===== config.mk =====
export PLATFORM = sky130hd
export DESIGN_NAME = sal_cmd_sched_flat
export DESIGN_NICKNAME = d
export VERILOG_FILES = /design/src/rtl/sal_cmd_if.sv /design/src/rtl/sal_cmd_sched.sv /design/src/flat_wrapper.sv
export SDC_FILE = /design/constraint.sdc
export NUM_CORES = 1
export LEC_CHECK = 0
export CAP_MARGIN = 20
export CORE_ASPECT_RATIO = 2
export CORE_UTILIZATION = 36
export DETAILED_ROUTE_END_ITERATION = 7
export PLACE_DENSITY_LB_ADDON = 0.08
export SYNTH_ARGS = -nofsm -noshare
export SYNTH_HDL_FRONTEND = slang
export SYNTH_SLANG_ARGS = --single-unit
export TNS_END_PERCENT = 30

===== constraint.sdc =====
create_clock -name clk -period 3.3 [get_ports clk]
set_input_delay 0.495 -clock clk [delete_from_list [all_inputs] [get_ports clk]]
set_output_delay 0.495 -clock clk [all_outputs]
set_load 0.005 [all_outputs]

===== src/rtl/sal_cmd_if.sv =====
// Bank-controller request/grant bus plus registered command toward the PHY.
// Signal names keep their _i/_o suffixes relative to the scheduler.
interface sal_cmd_if #(
  parameter int NUM_BANKS = 4,
  parameter int BA_WIDTH  = 2,
  parameter int RA_WIDTH  = 16,
  parameter int CA_WIDTH  = 10,
  parameter int ID_WIDTH  = 4,
  parameter int LEN_WIDTH = 4
);
  logic [NUM_BANKS-1:0]           act_req_i;
  logic [NUM_BANKS-1:0]           rd_req_i;
  logic [NUM_BANKS-1:0]           wr_req_i;
  logic [NUM_BANKS-1:0]           pre_req_i;
  logic [NUM_BANKS-1:0]           ref_req_i;
  logic [NUM_BANKS*RA_WIDTH-1:0]  ra_i;
  logic [NUM_BANKS*CA_WIDTH-1:0]  ca_i;
  logic [NUM_BANKS*ID_WIDTH-1:0]  id_i;
  logic [NUM_BANKS*LEN_WIDTH-1:0] len_i;
  logic [NUM_BANKS-1:0]           act_gnt_o;
  logic [NUM_BANKS-1:0]           rd_gnt_o;
  logic [NUM_BANKS-1:0]           wr_gnt_o;
  logic [NUM_BANKS-1:0]           pre_gnt_o;
  logic [NUM_BANKS-1:0]           ref_gnt_o;
  logic                           cmd_valid_o;
  logic [2:0]                     cmd_type_o;
  logic [BA_WIDTH-1:0]            cmd_ba_o;
  logic [RA_WIDTH-1:0]            cmd_ra_o;
  logic [CA_WIDTH-1:0]            cmd_ca_o;
  logic [ID_WIDTH-1:0]            cmd_id_o;
  logic [LEN_WIDTH-1:0]           cmd_len_o;

  modport master (
    output act_req_i, rd_req_i, wr_req_i, pre_req_i, ref_req_i,
    output ra_i, ca_i, id_i, len_i,
    input  act_gnt_o, rd_gnt_o, wr_gnt_o, pre_gnt_o, ref_gnt_o,
    input  cmd_valid_o, cmd_type_o, cmd_ba_o, cmd_ra_o,
    input  cmd_ca_o, cmd_id_o, cmd_len_o
  );

  modport slave (
    input  act_req_i, rd_req_i, wr_req_i, pre_req_i, ref_req_i,
    input  ra_i, ca_i, id_i, len_i,
    output act_gnt_o, rd_gnt_o, wr_gnt_o, pre_gnt_o, ref_gnt_o,
    output cmd_valid_o, cmd_type_o, cmd_ba_o, cmd_ra_o,
    output cmd_ca_o, cmd_id_o, cmd_len_o
  );
endinterface


===== src/rtl/sal_cmd_sched.sv =====
// Per-channel DRAM command scheduler: class priority, RR banks, tRRD/tCCD/tWTR/tRTW.
// Optional SAL_TFAW_EN adds a four-activate window limiter.
module sal_cmd_sched #(
  parameter int NUM_BANKS  = 4,
  parameter int BA_WIDTH   = 2,
  parameter int RA_WIDTH   = 16,
  parameter int CA_WIDTH   = 10,
  parameter int ID_WIDTH   = 4,
  parameter int LEN_WIDTH  = 4,
  parameter int CNTR_WIDTH = 4
) (
  input  logic                  clk,
  input  logic                  rst_n,
  sal_cmd_if.slave              bus,
  input  logic [CNTR_WIDTH-1:0] t_rrd_m1_i,
  input  logic [CNTR_WIDTH-1:0] t_ccd_m1_i,
  input  logic [CNTR_WIDTH-1:0] t_wtr_m1_i,
  input  logic [CNTR_WIDTH-1:0] t_rtw_m1_i
`ifdef SAL_TFAW_EN
  ,
  input  logic [CNTR_WIDTH+1:0] t_faw_m1_i
`endif
);
  localparam int N  = NUM_BANKS;
  localparam int CW = CNTR_WIDTH;

  typedef enum logic [2:0] {
    ACT = 3'd0,
    RD  = 3'd1,
    WR  = 3'd2,
    PRE = 3'd3,
    REF = 3'd4
  } cmd_e;

  logic [CW-1:0]       rrd, ccd, wtr, rtw;
  logic [BA_WIDTH-1:0] rr_ptr, gnt_ba, idx;
  logic                act_ok, rd_ok, wr_ok, found;
  logic [N-1:0]        en, e_ref, e_rd, e_wr, e_act, e_pre;
  logic [N-1:0]        cand, onehot;
  cmd_e                gnt_type;

  assign rd_ok = (ccd == '0) && (wtr == '0);
  assign wr_ok = (ccd == '0) && (rtw == '0);

`ifdef SAL_TFAW_EN
  localparam int FW = CW + 2;
  logic [FW-1:0] faw [4];
  logic [1:0]    faw_sel;
  logic          faw_free;

  always_comb begin
    faw_sel  = '0;
    faw_free = 1'b0;
    for (int i = 3; i >= 0; i--) begin
      if (faw[i] == '0) begin
        faw_sel  = 2'(i);
        faw_free = 1'b1;
      end
    end
  end

  assign act_ok = (rrd == '0) && faw_free;

  always_ff @(posedge clk or negedge rst_n) begin
    if (!rst_n) begin
      for (int i = 0; i < 4; i++) faw[i] <= '0;
    end else begin
      for (int i = 0; i < 4; i++) begin
        if (|bus.act_gnt_o && faw_sel == 2'(i))
          faw[i] <= t_faw_m1_i;
        else if (faw[i] != '0)
          faw[i] <= faw[i] - FW'(1);
      end
    end
  end
`else
  assign act_ok = (rrd == '0);
`endif

  // Each bank offers only its highest-priority eligible request.
  assign en    = {N{rst_n}};
  assign e_ref = en & bus.ref_req_i;
  assign e_rd  = en & ~e_ref & bus.rd_req_i & {N{rd_ok}};
  assign e_wr  = en & ~e_ref & ~e_rd & bus.wr_req_i & {N{wr_ok}};
  assign e_act = en & ~e_ref & ~e_rd & ~e_wr
               & bus.act_req_i & {N{act_ok}};
  assign e_pre = en & ~e_ref & ~e_rd & ~e_wr & ~e_act
               & bus.pre_req_i;

  always_comb begin
    cand = e_pre;
    priority case (1'b1)
      |e_ref:         cand = e_ref;
      |(e_rd | e_wr): cand = e_rd | e_wr;
      |e_act:         cand = e_act;
      default:        cand = e_pre;
    endcase
  end

  always_comb begin
    found  = 1'b0;
    gnt_ba = '0;
    idx    = '0;
    for (int i = 0; i < N; i++) begin
      idx = rr_ptr + BA_WIDTH'(i);
      if (!found && cand[idx]) begin
        found  = 1'b1;
        gnt_ba = idx;
      end
    end
  end

  assign onehot        = {{(N-1){1'b0}}, found} << gnt_ba;
  assign bus.act_gnt_o = onehot & e_act;
  assign bus.rd_gnt_o  = onehot & e_rd;
  assign bus.wr_gnt_o  = onehot & e_wr;
  assign bus.pre_gnt_o = onehot & e_pre;
  assign bus.ref_gnt_o = onehot & e_ref;

  always_comb begin
    gnt_type = ACT;
    unique case (1'b1)
      |bus.rd_gnt_o:  gnt_type = RD;
      |bus.wr_gnt_o:  gnt_type = WR;
      |bus.pre_gnt_o: gnt_type = PRE;
      |bus.ref_gnt_o: gnt_type = REF;
      default:        gnt_type = ACT;
    endcase
  end

  always_ff @(posedge clk or negedge rst_n) begin
    if (!rst_n) begin
      rrd    <= '0;
      ccd    <= '0;
      wtr    <= '0;
      rtw    <= '0;
      rr_ptr <= '0;
    end else begin
      if (|bus.act_gnt_o)       rrd <= t_rrd_m1_i;
      else if (rrd != '0)       rrd <= rrd - CW'(1);
      if (|(bus.rd_gnt_o | bus.wr_gnt_o))
                                ccd <= t_ccd_m1_i;
      else if (ccd != '0)       ccd <= ccd - CW'(1);
      if (|bus.wr_gnt_o)        wtr <= t_wtr_m1_i;
      else if (wtr != '0)       wtr <= wtr - CW'(1);
      if (|bus.rd_gnt_o)        rtw <= t_rtw_m1_i;
      else if (rtw != '0)       rtw <= rtw - CW'(1);
      if (found)                rr_ptr <= gnt_ba + BA_WIDTH'(1);
    end
  end

  always_ff @(posedge clk or negedge rst_n) begin
    if (!rst_n) begin
      bus.cmd_valid_o <= 1'b0;
      bus.cmd_type_o  <= '0;
      bus.cmd_ba_o    <= '0;
      bus.cmd_ra_o    <= '0;
      bus.cmd_ca_o    <= '0;
      bus.cmd_id_o    <= '0;
      bus.cmd_len_o   <= '0;
    end else begin
      bus.cmd_valid_o <= found;
      if (found) begin
        bus.cmd_type_o <= gnt_type;
        bus.cmd_ba_o   <= gnt_ba;
        bus.cmd_ra_o   <= bus.ra_i[gnt_ba*RA_WIDTH +: RA_WIDTH];
        bus.cmd_ca_o   <= bus.ca_i[gnt_ba*CA_WIDTH +: CA_WIDTH];
        bus.cmd_id_o   <= bus.id_i[gnt_ba*ID_WIDTH +: ID_WIDTH];
        bus.cmd_len_o  <= bus.len_i[gnt_ba*LEN_WIDTH +: LEN_WIDTH];
      end
    end
  end
endmodule


===== src/flat_wrapper.sv =====
// flat-port wrapper written by rule: the top's interface ports become plain ports
module sal_cmd_sched_flat 
#(
  parameter int NUM_BANKS  = 4,
  parameter int BA_WIDTH   = 2,
  parameter int RA_WIDTH   = 16,
  parameter int CA_WIDTH   = 10,
  parameter int ID_WIDTH   = 4,
  parameter int LEN_WIDTH  = 4,
  parameter int CNTR_WIDTH = 4
)
  (clk, rst_n, t_rrd_m1_i, t_ccd_m1_i, t_wtr_m1_i, t_rtw_m1_i, bus_act_req_i, bus_rd_req_i, bus_wr_req_i, bus_pre_req_i, bus_ref_req_i, bus_ra_i, bus_ca_i, bus_id_i, bus_len_i, bus_act_gnt_o, bus_rd_gnt_o, bus_wr_gnt_o, bus_pre_gnt_o, bus_ref_gnt_o, bus_cmd_valid_o, bus_cmd_type_o, bus_cmd_ba_o, bus_cmd_ra_o, bus_cmd_ca_o, bus_cmd_id_o, bus_cmd_len_o);
  sal_cmd_if #(.NUM_BANKS(NUM_BANKS), .BA_WIDTH(BA_WIDTH), .RA_WIDTH(RA_WIDTH), .CA_WIDTH(CA_WIDTH), .ID_WIDTH(ID_WIDTH), .LEN_WIDTH(LEN_WIDTH)) bus_i ();
  input  logic clk;
  input  logic rst_n;
  input  logic [CNTR_WIDTH-1:0] t_rrd_m1_i;
  input  logic [CNTR_WIDTH-1:0] t_ccd_m1_i;
  input  logic [CNTR_WIDTH-1:0] t_wtr_m1_i;
  input  logic [CNTR_WIDTH-1:0] t_rtw_m1_i;
  input wire logic [$bits(bus_i.act_req_i)-1:0] bus_act_req_i;
  input wire logic [$bits(bus_i.rd_req_i)-1:0] bus_rd_req_i;
  input wire logic [$bits(bus_i.wr_req_i)-1:0] bus_wr_req_i;
  input wire logic [$bits(bus_i.pre_req_i)-1:0] bus_pre_req_i;
  input wire logic [$bits(bus_i.ref_req_i)-1:0] bus_ref_req_i;
  input wire logic [$bits(bus_i.ra_i)-1:0] bus_ra_i;
  input wire logic [$bits(bus_i.ca_i)-1:0] bus_ca_i;
  input wire logic [$bits(bus_i.id_i)-1:0] bus_id_i;
  input wire logic [$bits(bus_i.len_i)-1:0] bus_len_i;
  output wire logic [$bits(bus_i.act_gnt_o)-1:0] bus_act_gnt_o;
  output wire logic [$bits(bus_i.rd_gnt_o)-1:0] bus_rd_gnt_o;
  output wire logic [$bits(bus_i.wr_gnt_o)-1:0] bus_wr_gnt_o;
  output wire logic [$bits(bus_i.pre_gnt_o)-1:0] bus_pre_gnt_o;
  output wire logic [$bits(bus_i.ref_gnt_o)-1:0] bus_ref_gnt_o;
  output wire logic [$bits(bus_i.cmd_valid_o)-1:0] bus_cmd_valid_o;
  output wire logic [$bits(bus_i.cmd_type_o)-1:0] bus_cmd_type_o;
  output wire logic [$bits(bus_i.cmd_ba_o)-1:0] bus_cmd_ba_o;
  output wire logic [$bits(bus_i.cmd_ra_o)-1:0] bus_cmd_ra_o;
  output wire logic [$bits(bus_i.cmd_ca_o)-1:0] bus_cmd_ca_o;
  output wire logic [$bits(bus_i.cmd_id_o)-1:0] bus_cmd_id_o;
  output wire logic [$bits(bus_i.cmd_len_o)-1:0] bus_cmd_len_o;
  assign bus_i.act_req_i = bus_act_req_i;
  assign bus_i.rd_req_i = bus_rd_req_i;
  assign bus_i.wr_req_i = bus_wr_req_i;
  assign bus_i.pre_req_i = bus_pre_req_i;
  assign bus_i.ref_req_i = bus_ref_req_i;
  assign bus_i.ra_i = bus_ra_i;
  assign bus_i.ca_i = bus_ca_i;
  assign bus_i.id_i = bus_id_i;
  assign bus_i.len_i = bus_len_i;
  assign bus_act_gnt_o = bus_i.act_gnt_o;
  assign bus_rd_gnt_o = bus_i.rd_gnt_o;
  assign bus_wr_gnt_o = bus_i.wr_gnt_o;
  assign bus_pre_gnt_o = bus_i.pre_gnt_o;
  assign bus_ref_gnt_o = bus_i.ref_gnt_o;
  assign bus_cmd_valid_o = bus_i.cmd_valid_o;
  assign bus_cmd_type_o = bus_i.cmd_type_o;
  assign bus_cmd_ba_o = bus_i.cmd_ba_o;
  assign bus_cmd_ra_o = bus_i.cmd_ra_o;
  assign bus_cmd_ca_o = bus_i.cmd_ca_o;
  assign bus_cmd_id_o = bus_i.cmd_id_o;
  assign bus_cmd_len_o = bus_i.cmd_len_o;
  sal_cmd_sched #(.NUM_BANKS(NUM_BANKS), .BA_WIDTH(BA_WIDTH), .RA_WIDTH(RA_WIDTH), .CA_WIDTH(CA_WIDTH), .ID_WIDTH(ID_WIDTH), .LEN_WIDTH(LEN_WIDTH), .CNTR_WIDTH(CNTR_WIDTH)) u_core (.clk(clk), .rst_n(rst_n), .bus(bus_i), .t_rrd_m1_i(t_rrd_m1_i), .t_ccd_m1_i(t_ccd_m1_i), .t_wtr_m1_i(t_wtr_m1_i), .t_rtw_m1_i(t_rtw_m1_i));
endmodule

======== Yosys cells after proc, flatten, opt, wreduce, memory -nomap -nowiden ========
Index checks and enable logic that the tools add are counted.
word-level totals
  input bits .............................. 174
  word-level logic and storage cells ...... 110
  register bits ........................... 58
  output and inout port bits .............. 60
cells by class
  order comparisons ....................... 4
  multiplexer cells ....................... 28
  add/subtract/negate cells ............... 8
  bitwise operators ....................... 23
  multipliers ............................. 1
  shifts and indexed selects .............. 5
  reductions and logical operators ........ 29
operator list
  kind                                                        count
  bitwise AND 4 bit                                           17
  indexed part select 64 x 7 -> 16 bit                        1
  2-to-1 mux 4 bit                                            11
  indexed part select 40 x 7 -> 10 bit                        1
  OR reduction 4 bit                                          9
  indexed part select 16 x 5 -> 4 bit                         2
  logical NOT 4 bit                                           4
  inverter 4 bit                                              4
  nonzero test 4 bit                                          4
  subtractor 4 x 1 -> 4 bit, second input constant            4
  less-than comparator 2 x 3 -> 1 bit, second input constant  4
  case mux 3 bit (4 select lines)                             1
  binary-select mux 1 bit (select 2 bit)                      4
  2-to-1 mux 1 bit                                            8
  2-to-1 mux 2 bit                                            4
  OR 4 bit                                                    2
  nonzero test 2 bit                                          4
  logical AND 1 bit                                           5
  multiplier 2 x 3 -> 5 bit, second input constant            1
  adder 2 x 1 -> 2 bit, second input constant                 2
  adder 2 bit, second input constant                          2
  left shift 1 x 2 -> 4 bit                                   1
  logical NOT 1 bit                                           3

======== Logic depth before layout (Yosys ltp) ========
Gate-level depths: netlist of the first run.
  depth in word-level cells ............... 36
  mapped depth ............................ 18

======== Worst setup path after synthesis of the first run ========
No wires, ideal clock.
  kind .................................... flip-flop to flip-flop
  start ................................... register u_core.ccd[0]
  end ..................................... register u_core.ccd[3]
  cell stages (with the launch flop) ...... 15
  data required time ...................... 3.174 ns
  library setup time ...................... 0.126 ns
  buffers on the path ..................... 1
  period minus slack after synthesis ...... 3.577 ns
  data arrival time ....................... 3.451 ns
  path slack .............................. -0.277 ns
  cell sequence ........................... dfrtp_1 inv_1 ha_1 nor3b_2 buf_6 nand3_2 a21oi_2 or4_4 a221oi_4 o31a_1 o32a_2 o32ai_2 a311o_1 or2_4 a221o_1
between the ends
  longest elaborated chain between the ends .. 34
  elaborated cells on any way between the ends .. 53
ends and longest elaborated chain
  element                                                 line                                                           RTL
  from (decl)                                             sal_cmd_sched.sv:35                                            logic [CW-1:0] rrd, ccd, wtr, rtw;
  from (signal assigned)                                  sal_cmd_sched.sv:142                                           ccd <= t_ccd_m1_i;
  from (signal assigned)                                  sal_cmd_sched.sv:143                                           else if (ccd != '0) ccd <= ccd - CW'(1);
  logical NOT 4 bit                                       sal_cmd_sched.sv:42, sal_cmd_sched.sv:43
  logical AND 1 bit                                       sal_cmd_sched.sv:42                                            assign rd_ok = (ccd == '0) && (wtr == '0);
  bitwise AND 4 bit                                       sal_cmd_sched.sv:83                                            assign e_rd = en & ~e_ref & bus.rd_req_i & {N{rd_ok}};
  inverter 4 bit                                          sal_cmd_sched.sv:84, sal_cmd_sched.sv:85, sal_cmd_sched.sv:87
  bitwise AND 4 bit                                       sal_cmd_sched.sv:84, sal_cmd_sched.sv:85, sal_cmd_sched.sv:87
  bitwise AND 4 bit (2 in series)                         sal_cmd_sched.sv:84                                            assign e_wr = en & ~e_ref & ~e_rd & bus.wr_req_i & {N{wr_ok}};
  inverter 4 bit                                          sal_cmd_sched.sv:85, sal_cmd_sched.sv:87
  bitwise AND 4 bit                                       sal_cmd_sched.sv:85, sal_cmd_sched.sv:87
  [... 17 more ...]                                       -
  logical NOT 1 bit                                       sal_cmd_sched.sv:106                                           if (!found && cand[idx]) begin
  logical AND 1 bit                                       sal_cmd_sched.sv:106
  2-to-1 mux 1 bit or 2-to-1 mux 2 bit (tied branches)    sal_cmd_sched.sv:106
  left shift 1 x 2 -> 4 bit                               sal_cmd_sched.sv:113                                           assign onehot = {{(N-1){1'b0}}, found} << gnt_ba;
  bitwise AND 4 bit (on tied branches)                    sal_cmd_sched.sv:115, sal_cmd_sched.sv:116
  OR 4 bit                                                sal_cmd_sched.sv:141                                           if (|(bus.rd_gnt_o | bus.wr_gnt_o))
  OR reduction 4 bit                                      sal_cmd_sched.sv:141
  2-to-1 mux 4 bit or nonzero test 2 bit (tied branches)  -
Several ways; a longest one is shown, not always the timed one. The select of a mux whose other input is x is not followed.
A chain may end at the register's enable or synchronous reset.

======== Worst setup path in the final report of the first run ========
  start ................................... register u_core.ccd[1]
  end ..................................... output port bus_rd_gnt_o[3]
between the ends
  longest elaborated chain between the ends .. 31
  elaborated cells on any way between the ends .. 45
ends and longest elaborated chain
  element                                               line                                                           RTL
  logical NOT 4 bit (*)                                 sal_cmd_sched.sv:42, sal_cmd_sched.sv:43
  logical AND 1 bit                                     sal_cmd_sched.sv:42
  bitwise AND 4 bit                                     sal_cmd_sched.sv:83
  inverter 4 bit                                        sal_cmd_sched.sv:84, sal_cmd_sched.sv:85, sal_cmd_sched.sv:87
  bitwise AND 4 bit                                     sal_cmd_sched.sv:84, sal_cmd_sched.sv:85, sal_cmd_sched.sv:87
  bitwise AND 4 bit (2 in series)                       sal_cmd_sched.sv:84
  inverter 4 bit                                        sal_cmd_sched.sv:85, sal_cmd_sched.sv:87
  bitwise AND 4 bit                                     sal_cmd_sched.sv:85, sal_cmd_sched.sv:87
  [... 14 more ...]                                     -
  logical NOT 1 bit                                     sal_cmd_sched.sv:106
  logical AND 1 bit                                     sal_cmd_sched.sv:106
  2-to-1 mux 1 bit                                      sal_cmd_sched.sv:106
  logical NOT 1 bit                                     sal_cmd_sched.sv:106
  logical AND 1 bit                                     sal_cmd_sched.sv:106
  2-to-1 mux 1 bit or 2-to-1 mux 2 bit (tied branches)  sal_cmd_sched.sv:106
  left shift 1 x 2 -> 4 bit                             sal_cmd_sched.sv:113
  bitwise AND 4 bit (*)                                 sal_cmd_sched.sv:115                                           assign bus.rd_gnt_o = onehot & e_rd;
  to (decl)                                             flat_wrapper.sv:30                                             output wire logic [$bits(bus_i.rd_gnt_o)-1:0] bus_rd_gnt_o;
Mark *: on every way between the ends. The rest lies on a longest branch, timed or not. The select of a mux whose other input is x is not followed.

==> results of run 1 <==
-- registers in the layout, summed over array words and instances, names as in the netlist --
signal,cells
u_core.bus.cmd_ra_o,16
u_core.rtw,4
u_core.wtr,4
u_core.rr_ptr,2
u_core.bus.cmd_id_o,4
u_core.bus.cmd_type_o,3
u_core.ccd,4
u_core.bus.cmd_ca_o,10
u_core.bus.cmd_valid_o,1
u_core.bus.cmd_len_o,4
u_core.rrd,4
u_core.bus.cmd_ba_o,2
-- cells in the mapped netlist, drive strengths merged, types with 2 or more instances --
master,n,share of area
and3,6,0.0089
a41o,2,0.0047
o21a,2,0.0036
inv,18,0.016
ha,8,0.024
a41oi,2,0.0042
or3,6,0.0089
clkbuf,17,0.015
o32a,3,0.0074
nor2b,8,0.012
nand3,14,0.019
a21oi,16,0.020
a211oi,3,0.0053
a21o,2,0.0036
o22ai,36,0.053
o211ai,3,0.0077
mux2,41,0.11
o31a,3,0.0062
nand2,93,0.083
a221o,5,0.012
dfrtp,58,0.34
nor3b,3,0.0092
buf,11,0.015
o31ai,3,0.0065
nor4b,2,0.0042
a221oi,2,0.0083
nor2,19,0.017
and2,5,0.0074
and4,2,0.0042
o21ai,9,0.011
nor3,14,0.017
nand4b,3,0.0062
nand2b,5,0.0074
nand4,5,0.0074
or4,2,0.0045
xnor2,6,0.012
or2,3,0.0050
a31oi,35,0.052
-- worst min path at each step --
| stage | startpoint | endpoint | slack (ns) | cells past startpoint |
|---|---|---|---|---|
| 4_1_cts | rst_n | u_core.ccd[0] | 0.08 | 2 |
| 3_3_place_gp | rst_n | u_core.ccd[0] | 0.43 | 2 |
| 3_5_place_dp | rst_n | u_core.ccd[0] | 0.43 | 2 |
| 2_1_floorplan | rst_n | u_core.bus.cmd_ba_o[0] | 0.20 | 0 |
| 5_1_grt | rst_n | u_core.ccd[0] | 0.08 | 2 |
| 6_report | rst_n | u_core.ccd[3] | 0.08 | 2 |
-- critical path: stages (launching register included) --
cell and delay [ns]:
sky130_fd_sc_hd__dfrtp_1 0.37, sky130_fd_sc_hd__inv_2 0.06, sky130_fd_sc_hd__ha_4 0.16, sky130_fd_sc_hd__nor3b_4 0.14, sky130_fd_sc_hd__buf_6 0.14, sky130_fd_sc_hd__buf_6 0.13
sky130_fd_sc_hd__a31oi_4 0.16, sky130_fd_sc_hd__buf_6 0.15, sky130_fd_sc_hd__nand2_4 0.05, sky130_fd_sc_hd__a2111o_1 0.34, sky130_fd_sc_hd__nor3_2 0.28, sky130_fd_sc_hd__or2_4 0.24
sky130_fd_sc_hd__o211ai_4 0.13, sky130_fd_sc_hd__or3_1 0.37, sky130_fd_sc_hd__inv_1 0.08, sky130_fd_sc_hd__clkdlybuf4s50_1 0.49
-- metrics by stage --
step / instance area [µm²] / hold WS, ns / setup TNS, ns / power (mW)
2_1_floorplan: 4320 / 0.199 / -1.03 / 2.60
3_3_place_gp: 7660 / 0.428 / -48.92 / 4.09
3_5_place_dp: 7660 / 0.427 / -53.40 / 4.19
4_1_cts: 8780 / 0.0759 / -40.23 / 5.61
5_1_grt: 9440 / 0.0753 / -49.02 / 6.49
6_report: 9440 / 0.0806 / -41.66 / 6.20
-- layer usage --
metal	wire length, µm	vias up	GRT usage	part of all wire
li1	-	2650	-	-
met5	0	-	0	0
met4	1610	0	0.240	0.073
met2	12300	358	0.614	0.56
met3	1240	109	0.0493	0.056
met1	6940	2822	0.309	0.31
-- power breakdown --
part	internal, mW	switching (mW)
Combinational	2.26	1.63
Sequential	1.06	0.292
Clock	0.621	0.338
Total	3.94	2.26
-- repair_timing --
action / CTS / global route
cloned: 0 / 6
setup endpoints to repair: 78 / 78
resized for setup: 157 / 93
setup buffers: 51 / 27
pin swaps: 39 / 28
-- logic make-up (layout without fill, tap and decap cells) --
group,Yosys count,count (layout),share of synthesized area
xor gates and xnor gates,6,6,0.0125
DFF,58,58,0.344
and+or+nand+nor,192,192,0.224
muxes,42,42,0.112
buffers and inverters,46,456,0.0463
AOI/OAI and AO/OA,139,139,0.237
adders and majority gates,8,8,0.0237
-- layout make-up --
| type | instances | area (µm²) |
|---|---|---|
| Multi-Input combinational cell | 387 | 3420 |
| Clock inverter | 4 | 51.3 |
| Clock buffer | 11 | 253 |
| Sequential cell | 58 | 1450 |
| Tap cell | 142 | 178 |
| Inverter | 18 | 67.6 |
| Timing Repair Buffer | 423 | 4030 |
| Fill cell | 698 | 1910 |
-- cells in the final DEF, fill, tap and decap left out, types with 4 or more instances in the layout --
master                            synthesis  layout
sky130_fd_sc_hd__buf_4                    1     142
sky130_fd_sc_hd__inv_1                   18      12
sky130_fd_sc_hd__nand2_1                 93      88
sky130_fd_sc_hd__buf_6                    1      37
sky130_fd_sc_hd__nor3_1                  14      11
sky130_fd_sc_hd__buf_12                   0       8
sky130_fd_sc_hd__mux2_4                   0      29
sky130_fd_sc_hd__buf_2                    9       7
sky130_fd_sc_hd__a221o_1                  5       5
sky130_fd_sc_hd__dfrtp_1                 58      58
sky130_fd_sc_hd__inv_2                    0       6
sky130_fd_sc_hd__nor2b_1                  8       7
sky130_fd_sc_hd__o22ai_2                  0      21
sky130_fd_sc_hd__a21oi_1                 15      12
sky130_fd_sc_hd__nand4_1                  5       5
sky130_fd_sc_hd__nand3_4                  0      11
sky130_fd_sc_hd__o21ai_0                  9       5
sky130_fd_sc_hd__xnor2_1                  6       6
sky130_fd_sc_hd__ha_1                     8       6
sky130_fd_sc_hd__clkbuf_16                0      14
sky130_fd_sc_hd__mux2_2                  39      12
sky130_fd_sc_hd__nor2_1                  19      14
sky130_fd_sc_hd__nor2_4                   0       4
sky130_fd_sc_hd__nand2b_1                 5       4
sky130_fd_sc_hd__and2_1                   4       4
sky130_fd_sc_hd__o22ai_1                 36      13
sky130_fd_sc_hd__clkdlybuf4s50_1          0     213
sky130_fd_sc_hd__a31oi_1                 35      33
sky130_fd_sc_hd__clkbuf_2                 0       5
sky130_fd_sc_hd__or3_1                    6       5
==> run_results.csv, run 1 <==
group,metric,value,unit
logic_synthesis,postSynth.asyncResetShare,1.00,
pwr,vdd_drop_max,0.455,mV
routing,vias_per_cell,5.69,
placement,detailedPlacementHpwl,14.5,mm
setup_path,reg_to_reg_slack_setup,-0.71,ns
timing,worst_slew_pin_slew,0.617,ns
logic_synthesis,postSynthRegisterBits,58,
logic_synthesis,synth_edf_count,0,
clock_network,cts.htree.levels,3,
setup_path,arrival_time_of_the_worst_setup_path,3.62,ns
setup_path,rr_startpoint,"u_core.ccd[1]",
timing,final_min_period_over_clock_period,1.25,
timing,timing.final.hold_violations,0,
outcome,outcome,"finished with violations",
routing,drtPass1Iterations,5,
pwr,power-per-cell-area,657,nW/µm²
timing,layout_min_cycle_time,4.12,ns
finish,antenna-diode-count,0,
setup_path,worstSetupStartpointType,"flop",
routing,remaining_drc_errors,0,
logic_synthesis,per_instance_average_area_after_synthesis,8.59,µm²
finish,final-instance-count-excl-fill,1043,
floorplanning,top_level_ports,234,
floorplanning,core_region_area,11400,µm²
pwr,leakage_power_of_the_design,4.07,nW
clock_network,sinks_on_clock_net,58,
finish,finalNetCount,1079,
setup_path,worstSetupEndpoint,"bus_rd_gnt_o[3]",
clock_network,root_buffer,"sky130_fd_sc_hd__clkbuf_16",
finish,syn2layout_area_growth,124,%
global_route,number_of_antenna_violations_at_the_first_check_in_global_routing,0,
clock_network,hold_buffers,0,
floorplanning,die_width,78.5,µm
timing,max_freq,243,MHz
timing,final_critical_path_setup_slack,-0.816,ns
setup_path,crit_path_end_kind,"primary output",
outcome,failed_checks,"negative setup slack",
floorplanning,die_height,155,µm
timing,rsz0062_at_grt,"true",
global_route,grt.overflow.total,0,
timing,slew-limit-headroom,0.588,
logic_synthesis,synth_top_flop_cell,"sky130_fd_sc_hd__dfrtp_1",
placement,place_inst,960,
routing,drt-initial-drc-count,318,
setup_path,crit_start,"u_core.ccd[1]",
clock_network,clkSlewWorstSetupHoldPaths,0.06,ns
setup_path,worst-endpoint-required,2.80,ns
clock_network,cts_made_buffers,9,
global_route,first_global_vias,6070,
min_path,min-delay-path-class,"in2async",
setup_path,timing.critical_path.fanout_max,5,
logic_synthesis,syn-num-nets,673,
routing,routedWlPerCell,21.1,µm
global_route,grt_first_pass_wirelength,30.2,mm
logic_synthesis,yosysUniqueCellTypes,69,
routing,ant_nets,0,
timing,finalSetupViolations,76,
timing,final.setup_skew,0.00889,ns
setup_path,regToRegEndpoint,"u_core.ccd[3]",
global_route,grt_start_max_net_pins,46,
run,max_cap_viol_count,0,
placement,finalWeightedCongestion,0.946,
placement,post-place-ws,-0.907,ns
clock_network,tritoncts_clock_tree,"built",
setup_path,setup_cp_type,"reg2out",
logic_synthesis,post_synth_inst_count,491,
finish,final_core_util,0.832,
placement,numPortBuffers,233,
logic_synthesis,synth.cell_area,4220,µm²
floorplanning,fp-row-count,55,
routing,num_vias,5939,
routing,wl,22.0,mm
clock_network,clk_latency,0.33,ns
finish,post_route_cells_drive_above_1_share,0.405,
global_route,grt_util_all_layers,0.327,
setup_path,worstRegToRegCells,20,
floorplanning,initial_core_util,0.371,
timing,report.final.slew_viol_count,0,
clock_network,clock_tree.buffer_depth,2,
floorplanning,die_area,12200,µm²
logic_synthesis,synth_sequential_area_ratio,0.344,
logic_synthesis,synth_warnings,0,
Note: power is estimated with default switching activity, not from simulation.
==> run 2, diff against run 1 <==
Settings changed: CORE_UTILIZATION 36 to 40.
Clock period 3.3 ns to 4.2 ns, I/O delays scaled along.
==> run_results.csv, run 2 (same netlist as run 1, synthesis figures left out) <==
group,metric,value,unit
setup_path,worstRegToRegCells,17,
routing,drtPass1Iterations,6,
outcome,failed_checks,"negative setup slack",
timing,final_critical_path_setup_slack,-0.0284,ns
finish,syn2layout_area_growth,92.3,%
pwr,leakage_power_of_the_design,3.51,nW
pwr,seq_power_share,0.254,
routing,drt-initial-drc-count,230,
clock_network,root_buffer,"sky130_fd_sc_hd__clkbuf_16",
finish,regMostFlops,"u_core.bus.cmd_ra_o",
finish,post-route-cell-area,8110,µm²
timing,final.setup_skew,0.00744,ns
setup_path,worstSetupStartpointType,"flop",
placement,placement.cell_area,7350,µm²
pwr,sw_frac_of_total,0.358,
routing,routedWlPerCell,20.0,µm
timing,report.final.slew_viol_count,0,
timing,finalSetupViolations,2,
outcome,outcome,"finished with violations",
timing,worst_slew_pin_slew,0.564,ns
timing,slew-limit-headroom,0.624,
global_route,grt_start_max_net_pins,44,
routing,num_vias,5411,
floorplanning,die_height,147,µm
floorplanning,top_level_ports,234,
clock_network,tritoncts_clock_tree,"built",
setup_path,arrival_time_of_the_worst_setup_path,3.60,ns
floorplanning,fp-row-count,52,
clock_network,clkSlewWorstSetupHoldPaths,0.05,ns
placement,numPortBuffers,233,
routing,ant_nets,0,
setup_path,setup_cp_type,"reg2out",
pwr,p_sw,1.45,mW
timing,rsz0062_at_grt,"true",
global_route,grt_util_all_layers,0.357,
routing,wl,19.1,mm
global_route,grt_first_pass_wirelength,29.1,mm
placement,finalWeightedCongestion,0.995,
pwr,power-per-cell-area,501,nW/µm²
timing,final_min_period_over_clock_period,1.01,
timing,timing.final.hold_violations,0,
pwr,combinational_share_of_power,0.562,
finish,post_route_cells_drive_above_1_share,0.267,
finish,seqCellArea,1450,µm²
floorplanning,die_width,74.6,µm
clock_network,cts_made_buffers,9,
global_route,first_global_vias,5835,
finish,largest_registers,"u_core.bus.cmd_ra_o x16, u_core.bus.cmd_ca_o x10",
timing,layout_min_cycle_time,4.23,ns
setup_path,timing.critical_path.fanout_max,11,
finish,multi_input_comb_area,2900,µm²
setup_path,crit_path_end_kind,"primary output",
pwr,power_frac_clock,0.183,
global_route,grt.overflow.total,0,
setup_path,worst-endpoint-required,3.57,ns
floorplanning,initial_core_util,0.415,
finish,final.fill_count,706,
placement,detailedPlacementHpwl,14.5,mm
routing,vias_per_cell,5.68,
floorplanning,core_region_area,10100,µm²
routing,remaining_drc_errors,0,
pwr,intPower,2.61,mW
finish,mostFrequentLayoutCell,"sky130_fd_sc_hd__clkdlybuf4s50_1",
clock_network,hold_buffers,0,
finish,antenna-diode-count,0,
clock_network,clock_tree.buffer_depth,2,
pwr,design_power_total,4.06,mW
run,max_cap_viol_count,0,
global_route,number_of_antenna_violations_at_the_first_check_in_global_routing,0,
pwr,vdd_drop_max,0.372,mV
clock_network,cts.htree.levels,3,
finish,largest_register_ff_count,16,
finish,finalNetCount,996,
floorplanning,die_area,11000,µm²
clock_network,sinks_on_clock_net,58,
finish,mostFrequentLayoutCells,"sky130_fd_sc_hd__clkdlybuf4s50_1, sky130_fd_sc_hd__buf_4, sky130_fd_sc_hd__nand2_1",
min_path,min-delay-path-class,"in2async",
clock_network,clk_latency,0.33,ns
timing,max_freq,236,MHz
[run 2: cell types whose count changed in the layout (fill, tap and decap cells not counted), moves of 7 or more]
cell                              change
sky130_fd_sc_hd__buf_4               -43
sky130_fd_sc_hd__buf_6               -34
sky130_fd_sc_hd__clkdlybuf4s50_1      +7
sky130_fd_sc_hd__dlymetal6s2s_1       +8
sky130_fd_sc_hd__mux2_2              +27
sky130_fd_sc_hd__mux2_4              -29
sky130_fd_sc_hd__nand3_4              -7
sky130_fd_sc_hd__o22ai_1             +23
sky130_fd_sc_hd__o22ai_2             -21
[run 2: power groups by stage]
stage	combinational, mW	clock (mW)	sequential [mW]
after floorplan	0.995	0	1.01
after global placement	2.04	0	1.02
after detailed placement	2.12	0	1.03
after CTS	2.22	0.753	1.03
after global routing	2.46	0.779	1.07
final	2.29	0.744	1.03
[run 2: final cells by class]
cell class,count,area share
Sequential cell,58,0.179
Clock inverter,2,0.00432
Inverter,18,0.00833
Tap cell,135,0.0208
Multi-Input combinational cell,387,0.358
Clock buffer,13,0.0333
Timing Repair Buffer,340,0.397
[run 2: critical path, cell delays in order, from the launching register on]
cell	delay (ns)
sky130_fd_sc_hd__dfrtp_1	0.34
sky130_fd_sc_hd__inv_1	0.06
sky130_fd_sc_hd__ha_1	0.20
sky130_fd_sc_hd__nor3b_2	0.16
sky130_fd_sc_hd__buf_6	0.17
sky130_fd_sc_hd__nand3_4	0.13
sky130_fd_sc_hd__a21oi_4	0.09
sky130_fd_sc_hd__buf_4	0.14
sky130_fd_sc_hd__or4_4	0.54
sky130_fd_sc_hd__a221oi_4	0.33
sky130_fd_sc_hd__buf_6	0.16
sky130_fd_sc_hd__and2_4	0.19
sky130_fd_sc_hd__nor2b_1	0.23
sky130_fd_sc_hd__clkdlybuf4s50_1	0.54
[run 2: worst paths after layout]
kind	from	end	slack [ns]
worst max register to register	u_core.ccd[0]	u_core.ccd[3]	0.20
worst min-delay path	rst_n	u_core.rr_ptr[0]	0.46
worst min register to register	u_core.bus.cmd_ba_o[1]	u_core.bus.cmd_ba_o[1]	0.49
min in group clk	u_core.bus.cmd_ba_o[1]	u_core.bus.cmd_ba_o[1]	0.49
max in group asynchronous	rst_n	u_core.bus.cmd_ra_o[3]	3.18
worst max-delay path	u_core.ccd[0]	bus_act_gnt_o[2]	-0.03
[run 2: stage by stage]
| step | instances | setup WS [ns] | setup TNS (ns) | hold slack [ns] | utilization |
|---|---|---|---|---|---|
| 3_3_place_gp | 925 | -0.318 | -4.99 | 0.461 | 0.724 |
| 2_1_floorplan | 491 | 0.623 | 0 | 0.334 | - |
| 3_5_place_dp | 925 | -0.370 | -5.62 | 0.469 | 0.724 |
| 5_1_grt | 953 | -0.188 | -0.703 | 0.468 | 0.799 |
| 6_report | 953 | -0.0284 | -0.0404 | 0.460 | 0.799 |
| 4_1_cts | 947 | -0.0912 | -0.0912 | 0.414 | 0.778 |
[run 2: timing repair]
item                                    CTS  global route
gates resized for setup                  42            38
setup buffers                             8             6
pin swaps                                10            13
endpoints found under the setup margin   19            19
[run 2: per-layer routing]
metal,track usage,vias up,part of all wire
met2,0.650,288,0.55
met3,0.0802,71,0.065
met4,0.220,0,0.060
met5,0,-,0
li1,-,2486,-
met1,0.345,2566,0.33
==> run 3, diff against run 2 <==
Settings changed: CORE_AREA set to 2 2 90 92, CORE_ASPECT_RATIO 2 to not set, CORE_UTILIZATION 40 to not set, DIE_AREA set to 0 0 92 94, DONT_BUFFER_PORTS set to 1, SLEW_MARGIN set to 10.
==> run_results.csv, run 3 (same netlist as run 1, synthesis figures left out) <==
group,metric,value,unit
finish,largest_register_ff_count,16,
routing,vias_per_cell,6.61,
routing,routedWlPerCell,21.1,µm
routing,remaining_drc_errors,0,
routing,wl,13.1,mm
finish,final-instance-count-excl-fill,618,
setup_path,cp_num_buf_inv,4,
placement,place_inst,583,
clock_network,cts_made_buffers,9,
global_route,grt_first_pass_wirelength,19.3,mm
clock_network,clk_latency,0.34,ns
routing,ant_nets,0,
timing,final.setup.tns,0,ns
routing,drt-initial-drc-count,284,
finish,final.fill_count,657,
finish,post_route_cells_drive_above_1_share,0.238,
setup_path,cp_top_family,"simple AND/OR/NAND/NOR gates",
floorplanning,top_level_ports,234,
timing,final_critical_path_setup_slack,0.0346,ns
clock_network,cts.htree.levels,3,
timing,report.final.slew_viol_count,0,
routing,drtPass1Iterations,5,
pwr,leakage_power_of_the_design,2.01,nW
routing,num_vias,4086,
placement,numPortBuffers,0,
finish,regMostFlops,"u_core.bus.cmd_ra_o",
setup_path,crit_slowest_cell,"sky130_fd_sc_hd__o32a_2",
global_route,grt.overflow.total,0,
finish,mostFrequentLayoutCell,"sky130_fd_sc_hd__nand2_1",
setup_path,cp_num_cells,13,
timing,worst_hold_slack,0.154,ns
placement,finalWeightedCongestion,0.992,
setup_path,worst-endpoint-required,3.57,ns
setup_path,timing.critical_path.fanout_max,9,
global_route,first_global_vias,3843,
global_route,grt_util_all_layers,0.284,
min_path,min-delay-path-class,"in2async",
floorplanning,die_area,8650,µm²
timing,final.setup_skew,0.00768,ns
clock_network,root_buffer,"sky130_fd_sc_hd__clkbuf_8",
timing,timing.final.hold_violations,0,
clock_network,sinks_on_clock_net,58,
pwr,vdd_drop_max,0.417,mV
pwr,power-per-cell-area,618,nW/µm²
finish,largest_registers,"u_core.bus.cmd_ra_o x16, u_core.bus.cmd_ca_o x10",
setup_path,worstSetupStartpointType,"flop",
setup_path,cpPeakStageDelay,0.41,ns
global_route,number_of_antenna_violations_at_the_first_check_in_global_routing,0,
outcome,outcome,"finished, final reports clean",
timing,final_min_period_over_clock_period,0.992,
setup_path,critical_path.cell_chain,"inv_1 > ha_1 > nor3b_4 > buf_4 > nand3_1 > nand4_1 > nand4_1 > a221oi_4 > buf_4 > o31a_1 > o32a_2 > or3_4 > inv_1",
finish,mostFrequentLayoutCells,"sky130_fd_sc_hd__nand2_1, sky130_fd_sc_hd__dfrtp_1, sky130_fd_sc_hd__mux2_2",
timing,slew-limit-headroom,0.577,
finish,seqCellArea,1450,µm²
floorplanning,initial_core_util,0.554,
timing,layout_min_cycle_time,4.17,ns
setup_path,crit_path_end_kind,"primary output",
setup_path,worstRegToRegCells,15,
floorplanning,die_width,92,µm
floorplanning,core_region_area,7610,µm²
timing,rsz0062_at_grt,"true",
clock_network,clkSlewWorstSetupHoldPaths,0.07,ns
placement,post-place-ws,-0.0913,ns
clock_network,clock_tree.buffer_depth,2,
timing,finalSetupViolations,0,
placement,detailedPlacementHpwl,9.66,mm
finish,finalNetCount,693,
timing,worst_slew_pin_slew,0.633,ns
timing,max_freq,240,MHz
setup_path,reg_to_reg_slack_setup,0.10,ns
finish,multi_input_comb_area,2670,µm²
clock_network,tritoncts_clock_tree,"built",
global_route,grt_start_max_net_pins,59,
floorplanning,die_height,94,µm
finish,syn2layout_area_growth,15.2,%
setup_path,setup_cp_type,"reg2out",
setup_path,arrival_time_of_the_worst_setup_path,3.54,ns
run,max_cap_viol_count,0,
finish,final_core_util,0.638,
floorplanning,fp-row-count,32,
finish,antenna-diode-count,0,
==> run 3: cell type report <==
type | instances | area share
flip-flops and latches | 58 | 0.299
inverters | 18 | 0.0139
clock buffers | 11 | 0.0291
clock inverters | 5 | 0.0160
repair buffers | 37 | 0.0670
well taps | 102 | 0.0263
multi-input cells | 387 | 0.549
==> run 3: repair_timing <==
item,4_1_cts,5_1_grt
hold endpoints to repair,58,0
endpoints found under the setup margin,32,57
hold buffers,1,0
pin swaps,1,10
setup buffers,4,14
resized for setup,4,18
==> run 3: worst register-to-register path, stage by stage (launching register included) <==
cell,delay [ns]
sky130_fd_sc_hd__dfrtp_1,0.39
sky130_fd_sc_hd__inv_1,0.08
sky130_fd_sc_hd__ha_1,0.23
sky130_fd_sc_hd__nor3b_4,0.17
sky130_fd_sc_hd__buf_6,0.15
sky130_fd_sc_hd__nand3_2,0.14
sky130_fd_sc_hd__a21oi_2,0.10
sky130_fd_sc_hd__or4_4,0.56
sky130_fd_sc_hd__a221oi_4,0.46
sky130_fd_sc_hd__buf_4,0.19
sky130_fd_sc_hd__o31a_1,0.16
sky130_fd_sc_hd__o32a_2,0.25
sky130_fd_sc_hd__o32ai_2,0.13
sky130_fd_sc_hd__a311o_1,0.37
sky130_fd_sc_hd__or2_4,0.29
sky130_fd_sc_hd__a221o_1,0.35
==> run 3: worst paths after layout <==
kind,from,end
max in group asynchronous,rst_n,u_core.bus.cmd_type_o[2]
worst min register to register,u_core.bus.cmd_ba_o[1],u_core.bus.cmd_ba_o[1]
min in group clk,t_rtw_m1_i[2],u_core.rtw[2]
worst max register to register,u_core.ccd[0],u_core.ccd[3]
worst min-delay path,rst_n,u_core.ccd[3]
worst max-delay path,u_core.ccd[0],bus_rd_gnt_o[0]
==> run 3: report_power, final <==
| group | leakage [nW] | switching, mW | internal (mW) |
|---|---|---|---|
| clock | 0.109 | 0.231 | 0.348 |
| sequential | 0.678 | 0.271 | 0.833 |
| combinational | 1.22 | 0.689 | 0.628 |
==> run 3: layer usage <==
layer | up-vias | part of all wire | GRT usage
li1 | 1880 | - | -
met1 | 1937 | 0.40 | 0.360
met2 | 228 | 0.50 | 0.472
met3 | 41 | 0.074 | 0.0554
met4 | 0 | 0.031 | 0.129
met5 | - | 0 | 0
==> run 3: per-stage QoR <==
| step | total power [mW] | instance area, µm² |
|---|---|---|
| after floorplan | 2.01 | 4220 |
| after global placement | 2.28 | 4380 |
| after detailed placement | 2.32 | 4380 |
| after CTS | 2.95 | 4670 |
| after global routing | 3.20 | 4860 |
| final | 3.00 | 4860 |
